## config.mk

```make
export PLATFORM = sky130hd
export DESIGN_NAME = mem_access_ctl
export DESIGN_NICKNAME = d
export VERILOG_FILES = /design/src/rtl/mem_access_ctl.sv
export SDC_FILE = /design/constraint.sdc
export NUM_CORES = 1
export LEC_CHECK = 0
export ABC_AREA = 0
export BUFFER_PORTS_ARGS = -buffer_cell sky130_fd_sc_hd__clkbuf_2
export CAP_MARGIN = 0
export CORE_MARGIN = 4
export CORE_UTILIZATION = 40
export CTS_CLUSTER_DIAMETER = 80
export CTS_CLUSTER_SIZE = 20
export DETAILED_ROUTE_END_ITERATION = 8
export SLEW_MARGIN = 20
export SYNTH_ARGS = -nofsm -noshare
export SYNTH_HDL_FRONTEND = slang
export SYNTH_SLANG_ARGS = --single-unit
```

## constraint.sdc

```tcl
create_clock -name clk_sys -period 4.5 [get_ports clk_sys]
set_clock_uncertainty 0.15 [all_clocks]
set_input_delay 0.9 -clock clk_sys [delete_from_list [all_inputs] [get_ports clk_sys]]
set_output_delay 0.9 -clock clk_sys [all_outputs]
set_load 0.005 [all_outputs]
```

## src/rtl/mem_access_ctl.sv

```systemverilog
// CPU-to-memory access controller: decodes CPU cycles onto SDRAM (ROM/RAM) or on-chip devices.
// Optional SDRAM ack watchdog enabled by defining MEM_ACCESS_TIMEOUT_EN.
module mem_access_ctl #(
    parameter int              ADDR_W   = 20,
    parameter int              SDR_W    = 25,
    parameter logic [SDR_W-1:0] ROM_BASE = 25'h000_0000,
    parameter logic [SDR_W-1:0] RAM_BASE = 25'h010_0000,
    parameter int              DEV_LAT  = 2,
    parameter int              TIMEOUT  = 255
) (
    input  logic              clk_sys,
    input  logic              reset,
    input  logic [1:0]        memory_map,
    input  logic [3:0]        rom_bank,
    input  logic              cpu_req,
    input  logic              cpu_we,
    input  logic [ADDR_W-1:0] cpu_addr,
    input  logic [1:0]        cpu_be,
    input  logic [15:0]       cpu_wdata,
    output logic [15:0]       cpu_rdata,
    output logic              cpu_ready,
    output logic              sdr_req,
    output logic              sdr_we,
    output logic [SDR_W-1:0]  sdr_addr,
    output logic [1:0]        sdr_be,
    output logic [15:0]       sdr_wdata,
    input  logic [15:0]       sdr_rdata,
    input  logic              sdr_ack,
    output logic [4:0]        dev_sel,
    input  logic [15:0]       dev_rdata,
    output logic              bus_err
);

    typedef enum logic [2:0] {IDLE, DECODE, SDR_WAIT, DEV_WAIT, DONE} state_t;

    // Device windows, indexed by dev_sel bit
    localparam logic [19:0] DEV_LO [5] = '{20'hF8000, 20'hF8800, 20'hF9000, 20'hF9800, 20'hD0000};
    localparam logic [19:0] DEV_HI [5] = '{20'hF87FF, 20'hF8FFF, 20'hF900F, 20'hF9801, 20'hDFFFF};

    state_t             state_reg, state_next;
    logic [ADDR_W-1:0]  addr_reg;
    logic               we_reg;
    logic [1:0]         be_reg;
    logic [15:0]        wdata_reg;
    logic [1:0]         map_reg;
    logic [3:0]         bank_reg;
    logic [15:0]        rdata_reg;
    logic [3:0]         dev_cnt_reg;
    logic               cpu_ready_reg;
    logic [15:0]        cpu_rdata_reg;
    logic               sdr_req_reg, sdr_we_reg;
    logic [SDR_W-1:0]   sdr_addr_reg;
    logic [1:0]         sdr_be_reg;
    logic [15:0]        sdr_wdata_reg;
    logic [4:0]         dev_sel_reg;

    logic [19:0]        addr20;
    logic [4:0]         dev_hit;
    logic               rom_hit, ram_hit, dec_sdr;
    logic [4:0]         dec_dev;
    logic [SDR_W-1:0]   dec_addr;
    logic               accept, dev_last, timeout_hit;

    assign addr20   = 20'(addr_reg);
    // The request is still held during the cpu_ready cycle; it must not restart a cycle
    assign accept   = (state_reg == IDLE) && cpu_req && !cpu_ready_reg;
    assign dev_last = (dev_cnt_reg == 4'(DEV_LAT - 1));

    genvar gi;
    generate
        for (gi = 0; gi < 5; gi++) begin : g_dev_hit
            assign dev_hit[gi] = (addr20 >= DEV_LO[gi]) && (addr20 <= DEV_HI[gi]);
        end
    endgenerate

    always_comb begin
        rom_hit  = 1'b0;
        ram_hit  = 1'b0;
        dec_dev  = '0;
        dec_addr = '0;
        if (map_reg == 2'd1 && addr20[19:17] == 3'b101) begin
            rom_hit  = 1'b1;
            dec_addr = ROM_BASE | SDR_W'({bank_reg, addr20[16:0]});
        end else if (!map_reg[1]) begin
            if (|dev_hit) begin
                dec_dev = dev_hit;
            end else if (addr20[19:16] == 4'hC) begin
                rom_hit  = 1'b1;
                dec_addr = ROM_BASE | SDR_W'(addr20[15:0]);
            end else if (addr20[19:16] == 4'hE) begin
                ram_hit  = 1'b1;
                dec_addr = RAM_BASE | SDR_W'(addr20[15:0]);
            end else if (addr20[19:4] == 16'hFFFF) begin
                rom_hit  = 1'b1;
                dec_addr = ROM_BASE | SDR_W'({16'h7FFF, addr20[3:0]});
            end else begin
                rom_hit  = 1'b1;
                dec_addr = ROM_BASE | SDR_W'(addr_reg);
            end
        end
        dec_sdr = ram_hit | (rom_hit & ~we_reg);
    end

`ifdef MEM_ACCESS_TIMEOUT_EN
    logic [15:0] wd_cnt_reg;
    logic        bus_err_reg;

    assign timeout_hit = (state_reg == SDR_WAIT) && !sdr_ack && (wd_cnt_reg == 16'(TIMEOUT - 1));
    assign bus_err     = bus_err_reg;

    always_ff @(posedge clk_sys) begin
        if (reset) begin
            wd_cnt_reg  <= '0;
            bus_err_reg <= 1'b0;
        end else if (state_reg == DECODE) begin
            wd_cnt_reg <= '0;
        end else if (state_reg == SDR_WAIT) begin
            wd_cnt_reg <= wd_cnt_reg + 16'd1;
            if (timeout_hit) bus_err_reg <= 1'b1;
        end
    end
`else
    assign timeout_hit = 1'b0;
    assign bus_err     = 1'b0;
`endif

    always_ff @(posedge clk_sys) begin
        if (reset) state_reg <= IDLE;
        else       state_reg <= state_next;
    end

    always_comb begin
        state_next = state_reg;
        case (state_reg)
            IDLE:     if (accept) state_next = DECODE;
            DECODE: begin
                if (dec_sdr)       state_next = SDR_WAIT;
                else if (|dec_dev) state_next = DEV_WAIT;
                else               state_next = DONE;
            end
            SDR_WAIT: if (sdr_ack || timeout_hit) state_next = DONE;
            DEV_WAIT: if (dev_last) state_next = DONE;
            DONE:     state_next = IDLE;
            default:  state_next = IDLE;
        endcase
    end

    always_ff @(posedge clk_sys) begin
        if (reset) begin
            addr_reg      <= '0;
            we_reg        <= 1'b0;
            be_reg        <= '0;
            wdata_reg     <= '0;
            map_reg       <= '0;
            bank_reg      <= '0;
            rdata_reg     <= '0;
            dev_cnt_reg   <= '0;
            cpu_ready_reg <= 1'b0;
            cpu_rdata_reg <= '0;
            sdr_req_reg   <= 1'b0;
            sdr_we_reg    <= 1'b0;
            sdr_addr_reg  <= '0;
            sdr_be_reg    <= '0;
            sdr_wdata_reg <= '0;
            dev_sel_reg   <= '0;
        end else begin
            cpu_ready_reg <= 1'b0;
            case (state_reg)
                IDLE: if (accept) begin
                    addr_reg  <= cpu_addr;
                    we_reg    <= cpu_we;
                    be_reg    <= cpu_be;
                    wdata_reg <= cpu_wdata;
                    map_reg   <= memory_map;
                    bank_reg  <= rom_bank;
                end
                DECODE: begin
                    if (dec_sdr) begin
                        sdr_req_reg   <= 1'b1;
                        sdr_we_reg    <= we_reg;
                        sdr_addr_reg  <= dec_addr;
                        sdr_be_reg    <= be_reg;
                        sdr_wdata_reg <= wdata_reg;
                    end else if (|dec_dev) begin
                        dev_sel_reg <= dec_dev;
                        dev_cnt_reg <= '0;
                    end else begin
                        rdata_reg <= 16'hFFFF;
                    end
                end
                SDR_WAIT: begin
                    if (sdr_ack) begin
                        rdata_reg   <= sdr_rdata;
                        sdr_req_reg <= 1'b0;
                    end else if (timeout_hit) begin
                        rdata_reg   <= 16'hFFFF;
                        sdr_req_reg <= 1'b0;
                    end
                end
                DEV_WAIT: begin
                    if (dev_last) begin
                        rdata_reg   <= dev_rdata;
                        dev_sel_reg <= '0;
                    end else begin
                        dev_cnt_reg <= dev_cnt_reg + 4'd1;
                    end
                end
                DONE: begin
                    cpu_ready_reg <= 1'b1;
                    cpu_rdata_reg <= rdata_reg;
                end
                default: ;
            endcase
        end
    end

    assign cpu_ready = cpu_ready_reg;
    assign cpu_rdata = cpu_rdata_reg;
    assign sdr_req   = sdr_req_reg;
    assign sdr_we    = sdr_we_reg;
    assign sdr_addr  = sdr_addr_reg;
    assign sdr_be    = sdr_be_reg;
    assign sdr_wdata = sdr_wdata_reg;
    assign dev_sel   = dev_sel_reg;

endmodule

```

-- Yosys cells after proc, flatten, opt, wreduce, memory -nomap -nowiden
Index checks and enable logic that the tools add are counted.
- bits in registers: 135
- word-level logic and storage cells: 113
- output and inout port bits: 68
- input port bits: 81
- muxes and demuxes: 42
- bitwise logic cells: 3
- equality and inequality tests: 18
- add/subtract/negate cells: 1
- reductions and logical operators: 22
- magnitude comparators: 10
- operators with widths (kind ; count):
    $ge A20 B20 Y1 const B ; 5
    $le A20 B20 Y1 const B ; 5
    $mux W21 ; 4
    $mux W16 ; 4
    $pmux W16 S3 ; 1
    $mux W5 ; 6
    $mux W25 ; 1
    $mux W20 ; 1
    $eq A16 B16 Y1 const B ; 1
    $ne A2 B2 Y1 const B ; 8
    $mux W3 ; 5
    $mux W1 ; 13
    $mux W4 ; 3
    $pmux W3 S4 ; 1
    $pmux W5 S2 ; 1
    $reduce_or A5 Y1 ; 2
    $eq A4 B4 Y1 const B ; 2
    $logic_and A1 B1 Y1 ; 8
    $pmux W4 S2 ; 1
    $reduce_and A4 Y1 ; 2
    $eq A3 B2 Y1 const B ; 2
    $eq A3 B3 Y1 const B ; 2
    $reduce_and A3 Y1 ; 2
    $reduce_and A5 Y1 ; 1
    other kinds (13) ; 15

-- Depth between registers and ports, before layout
Gate-level depths: netlist of the first run.
- word-level depth: 10
- gate-level depth with buffers: 9
- gate-level depth less buffers: 6

-- Worst setup path after synthesis of the first run
Ideal clock, no wire load.
- kind: input -> register
- start: input port cpu_req
- end: register addr_reg[11], in the netlist addr20[11]
- path slack: 2346 ps
- arrival: 1872 ps
- stages on the path: 6
- path buffers: 2
- required time: 4218 ps
- library setup time: 132 ps
- cell sequence: nand2b_1 -> or4_1 -> clkbuf_1 -> clkbuf_1 -> nand2_1 -> a21oi_1
- cells in the longest elaborated chain, start to end: 3
- ends and longest elaborated chain (item ; RTL line ; RTL):
    start: declaration ; 15 ; input logic cpu_req,
    $logic_and A1 B1 Y1 (2 in series) ; 66 ; assign accept = (state_reg == IDLE) && cpu_req && !cpu_ready_reg;
    $reduce_and A2 Y1 (no source line) ; - ;
    end signal: assignment ; 170 ; addr_reg <= cpu_addr;
    end: declaration ; 41 ; logic [ADDR_W-1:0] addr_reg;
No other way between the ends.
A chain may end at the register's enable or synchronous reset.

-- Worst setup path in the final report of the first run
- start: register addr_reg[17], in the netlist addr20[17]
- end: register sdr_addr_reg[20], in the netlist sdr_addr[20]
- cells in the longest elaborated chain, start to end: 9
- ends and longest elaborated chain (item ; RTL line ; RTL):
    $ge A20 B20 Y1 (tied with other cells) ; 72 ; assign dev_hit[gi] = (addr20 >= DEV_LO[gi]) && (addr20 <= DEV_HI[gi]);
    $logic_and A1 B1 Y1 / $mux W1 (equally long branches) ; 72, 90 ;
    $reduce_or A5 Y1 / $mux W1 (equally long branches) ; 85, 87 ;
    $mux W1 ; 85 ; if (|dev_hit) begin
    $mux W1 ; 84 ; end else if (!map_reg[1]) begin
    $mux W1 ; 81 ; if (map_reg == 2'd1 && addr20[19:17] == 3'b101) begin
    $and A1 B1 Y1 ; 101 ; dec_sdr = ram_hit | (rom_hit & ~we_reg);
    $or A1 B1 Y1 ; 101 ;
    $reduce_and A2 Y1 (no source line) ; - ;
    end signal: assignment ; 181 ; sdr_addr_reg <= dec_addr;
    end: declaration ; 52 ; logic [SDR_W-1:0] sdr_addr_reg;
Several ways; a longest one is shown, not always the timed one.

==> summary.md, run 1 <==
| Metric | Value |
|---|---|
| Setup slack, reg-to-reg | `1.89 ns` |
| Worst R2R Path Depth | `7` |
| Number of synthesized register bits | `131` |
| Worst-Skew Late Latency | `0.41 ns` |
| IR drop worst, VDD | `0.261 mV` |
| Max reg flops | `21` |
| CP arrival | `2.79 ns` |
| Sum Neg Setup Slack | `0 ns` |
| Crit end category | `flip-flop` |
| Initial core utilization | `0.412` |
| LEAKAGE | `2.67 nW` |
| Type of origin of the critical path | `flip-flop` |
| Vert. Die Dim | `122 um` |
| Post-synth top cells | `202 x nand2_1, 131 x dfxtp_1, 107 x a21oi_1` |
| Fmax | `0.384 GHz` |
| Die Wd | `122 um` |
| CTS resizes | `0` |
| # Post-CTS Setup Buffers | `0` |
| Kind of critical path | `reg2reg` |
| Multi-input gate area | `2320 um2` |
| Reg2reg start | `addr20[17]` |
| Reg area | `2620 um2` |
| Yosys warning total | `0` |
| Hold_buf cts | `0` |
| Via count | `4686` |
| CTS Buffer Depth | `2` |
| Layout cell share with drive strength beyond 1 | `0.258` |
| Antenna violations before repair | `0` |
| Rows | `41` |
| Finished Layout Cells | `944` |
| Slew @ Worst Pin | `0.970 ns` |
| Final ANT Viol Nets | `0` |
| Largest net degree at the start of global routing | `97` |
| Cell variety after synth | `46` |
| Top-area cell type share of the netlist area | `0.501` |
| Primary FF master, synth | `dfxtp_1` |
| Total CTS buffers | `17` |
| WP data required | `4.68 ns` |
| Fill cell count | `1291` |
| Hold Path Stages | `2` |
| Avg Inst Size Synth | `8.25 um2` |
| Total number of H-tree levels | `4` |
| Most frequent cell after synthesis | `nand2_1` |
| Crit-path max FO | `30` |
| Syn Inst Count | `635` |
| Synth area leaders | `dfxtp_1 50%, nand2_1 14%, a21oi_1 10%` |
| Async SR Flop Fraction | `0` |
| Hold EP | `sdr_wdata[11]` |
| Port-buffer cells | `143` |
| Nets | `843` |
| Number of antenna diodes | `0` |
| Area of the die | `15000 um2` |
| Final setup viols | `0` |
| Fin crit share | `0.579` |
| Core Box Area | `12700 um2` |
| Unrepaired setup endpoints after global routing | `no` |
| Vias in the first global route | `4499` |
| Reg2reg end | `sdr_addr[20]` |
| Overall Global Routing Usage | `0.179` |
| Yosys top cell by area | `dfxtp_1` |
| Register area share after synthesis | `0.501` |
| 1st-iter DRT viols | `349` |
| Fin. Hold Viols | `0` |
| I/O Pins | `149` |
| DRC Markers | `0` |
| Final min period | `2.61 ns` |
| CTS Sinks | `131` |
| First-pass GRT wire length | `21200 um` |
| Post-DP HPWL | `9030 um` |
| Pwr/cell area | `540 nW/um2` |
| Placed Cells | `913` |
| Status | `completed` |
| Layout area overhead | `25.5%` |
| Max-cap violation count | `0` |
| Drt first pass iters | `5` |
| Hold Path Class | `reg2reg` |
| Root buffer cell | `clkbuf_16` |
| CTS tree | `done` |
| Routed WL per cell | `13.9 um` |
| Rel. slew slack | `0.353` |
| EDFF count, synth | `0` |
| Pins Over Slew Limit | `0` |
| Placed cell area | `6020 um2` |
| Hold path start | `wdata_reg[11]` |
| Clock-pin slew on the worst setup and hold paths | `0.05 ns` |
| Final WS setup | `1.89 ns` |
| Synthesized area | `5240 um2` |
| Total Wirelength | `13100 um` |
| Final instance area | `6570 um2` |
| Routability Congestion | `0.766` |
| Global route overflow | `0` |
| Pre-CTS setup slack | `1.88 ns` |
| Drt via density | `4.96` |
## worst max path at each step
stage	start	end	slack, ns	cells past startpoint
after global placement	addr20[17]	sdr_addr[20]	1.94	7
after detailed placement	addr20[17]	sdr_addr[20]	1.88	7
after global routing	addr20[17]	sdr_addr[20]	1.72	7
after CTS	addr20[17]	sdr_addr[20]	1.88	7
after floorplan	cpu_req	addr20[11]	2.35	6
final	addr20[17]	sdr_addr[20]	1.89	7
## power breakdown
group | switching (mW) | internal (mW) | leakage (nW)
clock network | 0.457 | 0.802 | 0.273
registers | 0.133 | 1.34 | 1.07
logic | 0.507 | 0.306 | 1.33
## layout make-up
class,count,share of cell area
multi-input combinational,436,0.352
sequential,131,0.399
inverter,23,0.0131
timing repair buffer,151,0.118
clock inverter,3,0.00266
tap,172,0.0327
clock buffer,28,0.0817
## cell usage in the layout, fill, tap and decap left out, drive strengths merged, types with 4 or more instances in the layout
master / n
a21oi: 109
nand2b: 5
mux2i: 17
a21o: 5
a221oi: 16
nor2: 12
o21ai: 7
dfxtp: 131
nor3: 13
nand3: 4
conb: 5
nand4: 4
buf: 9
clkbuf: 170
nand2: 202
inv: 23
nor4: 4
a31oi: 5
## routing by layer
metal,vias up,part of all wire,global-route usage
li1,2378,-,-
met1,2134,0.45,0.220
met2,155,0.45,0.284
met3,19,0.083,0.0622
met4,0,0.017,0.0805
met5,-,0,0
## worst max-delay path, cell delays in order, from the launching register on
cell	delay (ns)
dfxtp_1	0.41
and4_1	0.25
nand4_1	0.19
nand2b_1	0.24
nand3_2	0.30
buf_4	0.35
or4_1	0.50
a21oi_1	0.13
## per-stage QoR
step / hold WS [ns] / util / power (mW)
floorplan: 0.281 / - / 2.09
global placement: 0.285 / 0.473 / 2.30
detailed placement: 0.293 / 0.473 / 2.32
CTS: 0.298 / 0.517 / 3.59
global route: 0.314 / 0.517 / 3.76
finish: 0.295 / 0.517 / 3.55
## logic make-up after synthesis
kind of cell | share of synthesized area
other | 0.000716
adders and majority gates | 0.00478
muxes | 0.0325
buffers and inverters | 0.0621
DFF | 0.501
AOI/OAI and AO/OA | 0.180
and+or+nand+nor | 0.219
Power figures use the tool's default switching activity.
==> run 2: changes to the inputs <==
Clock period 4.5 ns to 2.4 ns, I/O delays scaled along.
==> summary.md, run 2 (synthesis gave the netlist of run 1 again) <==
| Metric | Value |
|---|---|
| Status | `completed` |
| Total CTS buffers | `17 (unchanged)` |
| Overall Global Routing Usage | `0.182 (+0.00287)` |
| Reg area | `2620 um2 (unchanged)` |
| Area of the die | `15000 um2 (unchanged)` |
| First-pass GRT wire length | `21700 um (+2.1%)` |
| 1st-iter DRT viols | `265 (-24%)` |
| Switching part of the total | `0.304 (-0.00537)` |
| Slew @ Worst Pin | `0.643 ns (-0.327 ns)` |
| Routed WL per cell | `13.9 um (-0.41%)` |
| Unrepaired setup endpoints after global routing | `no` |
| Number of antenna diodes | `0 (unchanged)` |
| Hold Path Class | `in2reg` |
| Post-DP HPWL | `9410 um (+4.3%)` |
| Total Wirelength | `13300 um (+0.86%)` |
| Clk network pwr share | `0.372 (+0.017)` |
| Multi-input gate area | `2320 um2 (+0.11%)` |
| Vert. Die Dim | `122 um (unchanged)` |
| Internal | `4.88 mW (+99%)` |
| Nets | `855 (+1.4%)` |
| Final setup viols | `0 (unchanged)` |
| Global route overflow | `0 (unchanged)` |
| Die Wd | `122 um (unchanged)` |
| WP data required | `2.57 ns (-2.11 ns)` |
| Type of origin of the critical path | `flip-flop` |
| Vias in the first global route | `4592 (+2.1%)` |
| Routability Congestion | `0.821 (+7.2%)` |
| Rows | `41 (unchanged)` |
| LEAKAGE | `2.76 nW (+3.6%)` |
| Final ANT Viol Nets | `0 (unchanged)` |
| P_sw | `2.13 mW (+94%)` |
| Fill cell count | `1238 (-4.1%)` |
| Comb power frac | `0.235 (+0.006)` |
| Core Box Area | `12700 um2 (unchanged)` |
| Drt first pass iters | `9 (+4)` |
| IR drop worst, VDD | `0.508 mV (+95%)` |
| Kind of critical path | `reg2reg` |
| Pwr/cell area | `1040 nW/um2 (+93%)` |
| Layout area overhead | `28.7%` |
| Fmax | `0.450 GHz (+17%)` |
| Sum Neg Setup Slack | `0 ns (unchanged)` |
| Drt via density | `4.99 (+0.45%)` |
| I/O Pins | `149 (unchanged)` |
| Power Total | `7.01 mW (+98%)` |
| Final min period | `2.22 ns (-0.383 ns)` |
| Rel. slew slack | `0.571 (+0.218)` |
| CP arrival | `2.40 ns (-0.39 ns)` |
| Root buffer cell | `clkbuf_16` |
| Max-cap violation count | `0 (unchanged)` |
| Most common cell after layout, fill and taps aside | `nand2_1` |
| Port-buffer cells | `143 (unchanged)` |
| CTS tree | `done` |
| Initial core utilization | `0.412 (unchanged)` |
| Layout cell share with drive strength beyond 1 | `0.274 (+0.0165)` |
| Final core utilization | `0.530 (+0.0130)` |
| Crit-path max FO | `10 (-67%)` |
| Worst-Skew Late Latency | `0.41 ns (about the same)` |
| Clock-pin slew on the worst setup and hold paths | `0.05 ns (about the same)` |
| Max reg flops | `21 (unchanged)` |
| CTS Buffer Depth | `2 (unchanged)` |
| Commonest cells after routing, fill and taps aside | `202 x nand2_1, 142 x clkbuf_2, 131 x dfxtp_1` |
| Pins Over Slew Limit | `0 (unchanged)` |
| Fin. Hold Viols | `0 (unchanged)` |
| Via count | `4767 (+1.7%)` |
| CTS Sinks | `131 (unchanged)` |
| Total number of H-tree levels | `4 (unchanged)` |
| Crit end category | `flip-flop` |
| Largest net degree at the start of global routing | `71 (-27%)` |
| DRC Markers | `0 (unchanged)` |
| Sequential power share | `0.393 (-0.023)` |
| Antenna violations before repair | `0 (unchanged)` |
| Fin crit share | `0.926 (+0.347)` |
[run 2: cell count changes in the layout (fill, tap and decap cells not counted), sizes merged]
cell    before  now
bufinv       0    3
buf          9   21
clkbuf     170  163
clkinv       2    6
[run 2: worst paths after layout]
check | slack [ns] | depth (start not counted) | startpoint | end
max | 0.18 | 7 | addr20[6] | rdata_reg[7]
min | 0.14 | 3 | cpu_addr[16] | addr20[16]
max reg2reg | 0.18 | 7 | addr20[6] | rdata_reg[7]
min reg2reg | 0.30 | 1 | dev_sel[3] | dev_sel[3]
[run 2: critical path, stage by stage (launching register included)]
cell and delay (ns):
dfxtp_1 0.34, nor4_1 0.32, nand4_1 0.25, nand2b_2 0.29, nand3_2 0.16, nand3_4 0.16, buf_12 0.21, a221oi_2 0.25
[run 2: through the flow]
| stage | hold slack [ns] | cell area (um2) | std cells | setup slack [ns] |
|---|---|---|---|---|
| 2_1_floorplan | 0.281 | 5250 | 639 | 0.410 |
| 3_3_place_gp | 0.286 | 6110 | 923 | 0.232 |
| 3_5_place_dp | 0.291 | 6110 | 923 | 0.125 |
| 4_1_cts | 0.121 | 6710 | 954 | 0.114 |
| 5_1_grt | 0.129 | 6740 | 956 | 0.0121 |
| 6_report | 0.143 | 6740 | 956 | 0.177 |
[run 2: power groups by stage]
stage / Combinational (mW) / Clock (mW) / Sequential (mW)
4_1_cts: 1.62 / 2.66 / 2.76
3_5_place_dp: 1.62 / 0 / 2.80
3_3_place_gp: 1.59 / 0 / 2.78
5_1_grt: 1.87 / 2.74 / 2.80
6_report: 1.65 / 2.61 / 2.76
2_1_floorplan: 1.18 / 0 / 2.73
[run 2: per-layer routing]
layer,GRT usage,up-vias,wire [um]
met5,0,-,0
met4,0.0707,0,253
met3,0.0622,20,1040
met2,0.291,161,5970
met1,0.227,2180,6000
li1,-,2406,-
[run 2: layout make-up]
class,count,share of cell area
inverter,23,0.0128
sequential,131,0.389
clock inverter,10,0.0195
clock buffer,21,0.0698
multi-input combinational,436,0.344
tap,172,0.0319
timing repair buffer,163,0.133
[run 2: what timing repair did]
item / in CTS / in global routing
hold endpoints to repair: 0 / 0
gates resized for setup: 0 / 1
hold buffers: 0 / 0
endpoints found under the setup margin: 0 / 9
setup buffers: 0 / 2
==> run 3: changes to the inputs <==
Settings changed: SETUP_SLACK_MARGIN from default to 0.3.
==> summary.md, run 3 (synthesis gave the netlist of run 1 again) <==
| Metric | Value |
|---|---|
| Final ANT Viol Nets | `0 (unchanged)` |
| Global route overflow | `0 (unchanged)` |
| IR drop worst, VDD | `0.510 mV (+0.23%)` |
| WP data required | `2.59 ns (+0.02 ns)` |
| LEAKAGE | `2.83 nW (+2.5%)` |
| Layout area overhead | `32.4%` |
| Reg area | `2630 um2 (+0.24%)` |
| Number of antenna diodes | `0 (unchanged)` |
| Max-cap violation count | `0 (unchanged)` |
| Post-DP HPWL | `9410 um (unchanged)` |
| Crit end category | `flip-flop` |
| Pwr/cell area | `1030 nW/um2 (-0.72%)` |
| Total CTS buffers | `17 (unchanged)` |
| Sum Neg Setup Slack | `0 ns (unchanged)` |
| Power Total | `7.16 mW (+2.1%)` |
| Most common cell after layout, fill and taps aside | `nand2_1` |
| Total number of H-tree levels | `4 (unchanged)` |
| Multi-input gate area | `2460 um2 (+6.0%)` |
| Routability Congestion | `0.821 (unchanged)` |
| Commonest cells after routing, fill and taps aside | `202 x nand2_1, 142 x clkbuf_2, 126 x dfxtp_1` |
| 1st-iter DRT viols | `288 (+8.7%)` |
| Via count | `4777 (+0.21%)` |
| Final min period | `2.10 ns (-0.118 ns)` |
| Final setup viols | `0 (unchanged)` |
| Fmax | `0.475 GHz (+5.6%)` |
| Root buffer cell | `clkbuf_16` |
| DRC Markers | `0 (unchanged)` |
| Initial core utilization | `0.412 (unchanged)` |
| Crit-path max FO | `8 (-2)` |
| Kind of critical path | `reg2reg` |
| Fin. Hold Viols | `0 (unchanged)` |
| Worst-Skew Late Latency | `0.41 ns (about the same)` |
| Vert. Die Dim | `122 um (unchanged)` |
| Drt via density | `4.97 (-0.31%)` |
| CTS Sinks | `131 (unchanged)` |
| Total Wirelength | `13600 um (+2.3%)` |
| Die Wd | `122 um (unchanged)` |
| Hold Path Stages | `3 (unchanged)` |
| Overall Global Routing Usage | `0.184 (+0.00146)` |
| Max reg flops | `21 (unchanged)` |
| Hold Path Class | `in2reg` |
| Largest net degree at the start of global routing | `71 (unchanged)` |
| Fill cell count | `1224 (-1.1%)` |
| Slew @ Worst Pin | `0.645 ns (+0.00169 ns)` |
| Antenna violations before repair | `0 (unchanged)` |
| Worst R2R Path Depth | `6 (-1)` |
| Pins Over Slew Limit | `0 (unchanged)` |
| Clock-pin slew on the worst setup and hold paths | `0.06 ns (about the same)` |
| Drt first pass iters | `4 (-5)` |
| Status | `completed` |
| Vias in the first global route | `4652 (+1.3%)` |
| Unrepaired setup endpoints after global routing | `yes` |
| Nets | `860 (+0.58%)` |
| Port-buffer cells | `143 (unchanged)` |
| Fin crit share | `0.877 (-0.0493)` |
| Rows | `41 (unchanged)` |
| Layout cell share with drive strength beyond 1 | `0.308 (+0.0338)` |
| CTS tree | `done` |
| Rel. slew slack | `0.570 (-0.00113)` |
| I/O Pins | `149 (unchanged)` |
| First-pass GRT wire length | `21900 um (+0.77%)` |
| Area of the die | `15000 um2 (unchanged)` |
| CTS Buffer Depth | `2 (unchanged)` |
| Type of origin of the critical path | `flip-flop` |
| CP arrival | `2.30 ns (-0.10 ns)` |
| Routed WL per cell | `14.1 um (+1.8%)` |
| Core Box Area | `12700 um2 (unchanged)` |
[run 3: cell types whose count changed in the layout (fill, tap and decap cells not counted), moves of 3 or more]
cell / previous run / this run
a221oi_2: 9 / 15
dfxtp_2: 0 / 5
dfxtp_1: 131 / 126
a221oi_1: 7 / 0
buf_4: 19 / 22
[run 3: worst paths after layout]
check          startpoint        endpoint  slack [ns]
max reg2reg    addr20[14]  dev_cnt_reg[1]        0.30
max            addr20[14]  dev_cnt_reg[1]        0.30
min          cpu_addr[16]      addr20[16]        0.14
min reg2reg    dev_sel[3]      dev_sel[3]        0.30
[run 3: routing by layer]
layer | track usage | up-vias | share of wire
met3 | 0.0618 | 20 | 0.070
met2 | 0.298 | 154 | 0.46
li1 | - | 2416 | -
met5 | 0 | - | 0
met4 | 0.0707 | 0 | 0.020
met1 | 0.226 | 2187 | 0.45
[run 3: timing repair]
item / in CTS / in global routing
setup buffers: 5 / 2
gates resized for setup: 4 / 27
endpoints found under the setup margin: 55 / 65
pin swaps: 3 / 6
hold buffers: 0 / 0
[run 3: report_power, final]
| part | switching, mW | internal, mW | leakage (nW) | total [mW] |
|---|---|---|---|---|
| clock | 0.906 | 1.70 | 0.298 | 2.61 |
| sequential | 0.245 | 2.52 | 1.07 | 2.77 |
| combinational | 1.06 | 0.732 | 1.46 | 1.79 |
| total | 2.21 | 4.95 | 2.83 | 7.16 |
[run 3: critical path, stage by stage (launching register included)]
cell and delay [ns]:
dfxtp_2 0.34, or4b_4 0.59, o21ai_2 0.24, a2bb2oi_4 0.13, nor2b_4 0.15, or3_1 0.30
a21oi_1 0.14
[run 3: area by class of cell]
type                    instances  share of cell area
clock inverters                10              0.0190
well taps                     172              0.0311
multi-input cells             436               0.355
repair buffers                168               0.135
flip-flops and latches        131               0.379
inverters                      23              0.0125
clock buffers                  21              0.0679
[run 3: through the flow]
stage | hold WS [ns] | std cells | utilization | area [um2] | worst slack (ns)
2_1_floorplan | 0.281 | 639 | - | 5250 | 0.410
3_3_place_gp | 0.286 | 923 | 0.480 | 6110 | 0.232
3_5_place_dp | 0.291 | 923 | 0.480 | 6110 | 0.125
4_1_cts | 0.121 | 959 | 0.533 | 6780 | 0.272
5_1_grt | 0.129 | 961 | 0.545 | 6930 | 0.213
6_report | 0.142 | 961 | 0.545 | 6930 | 0.295
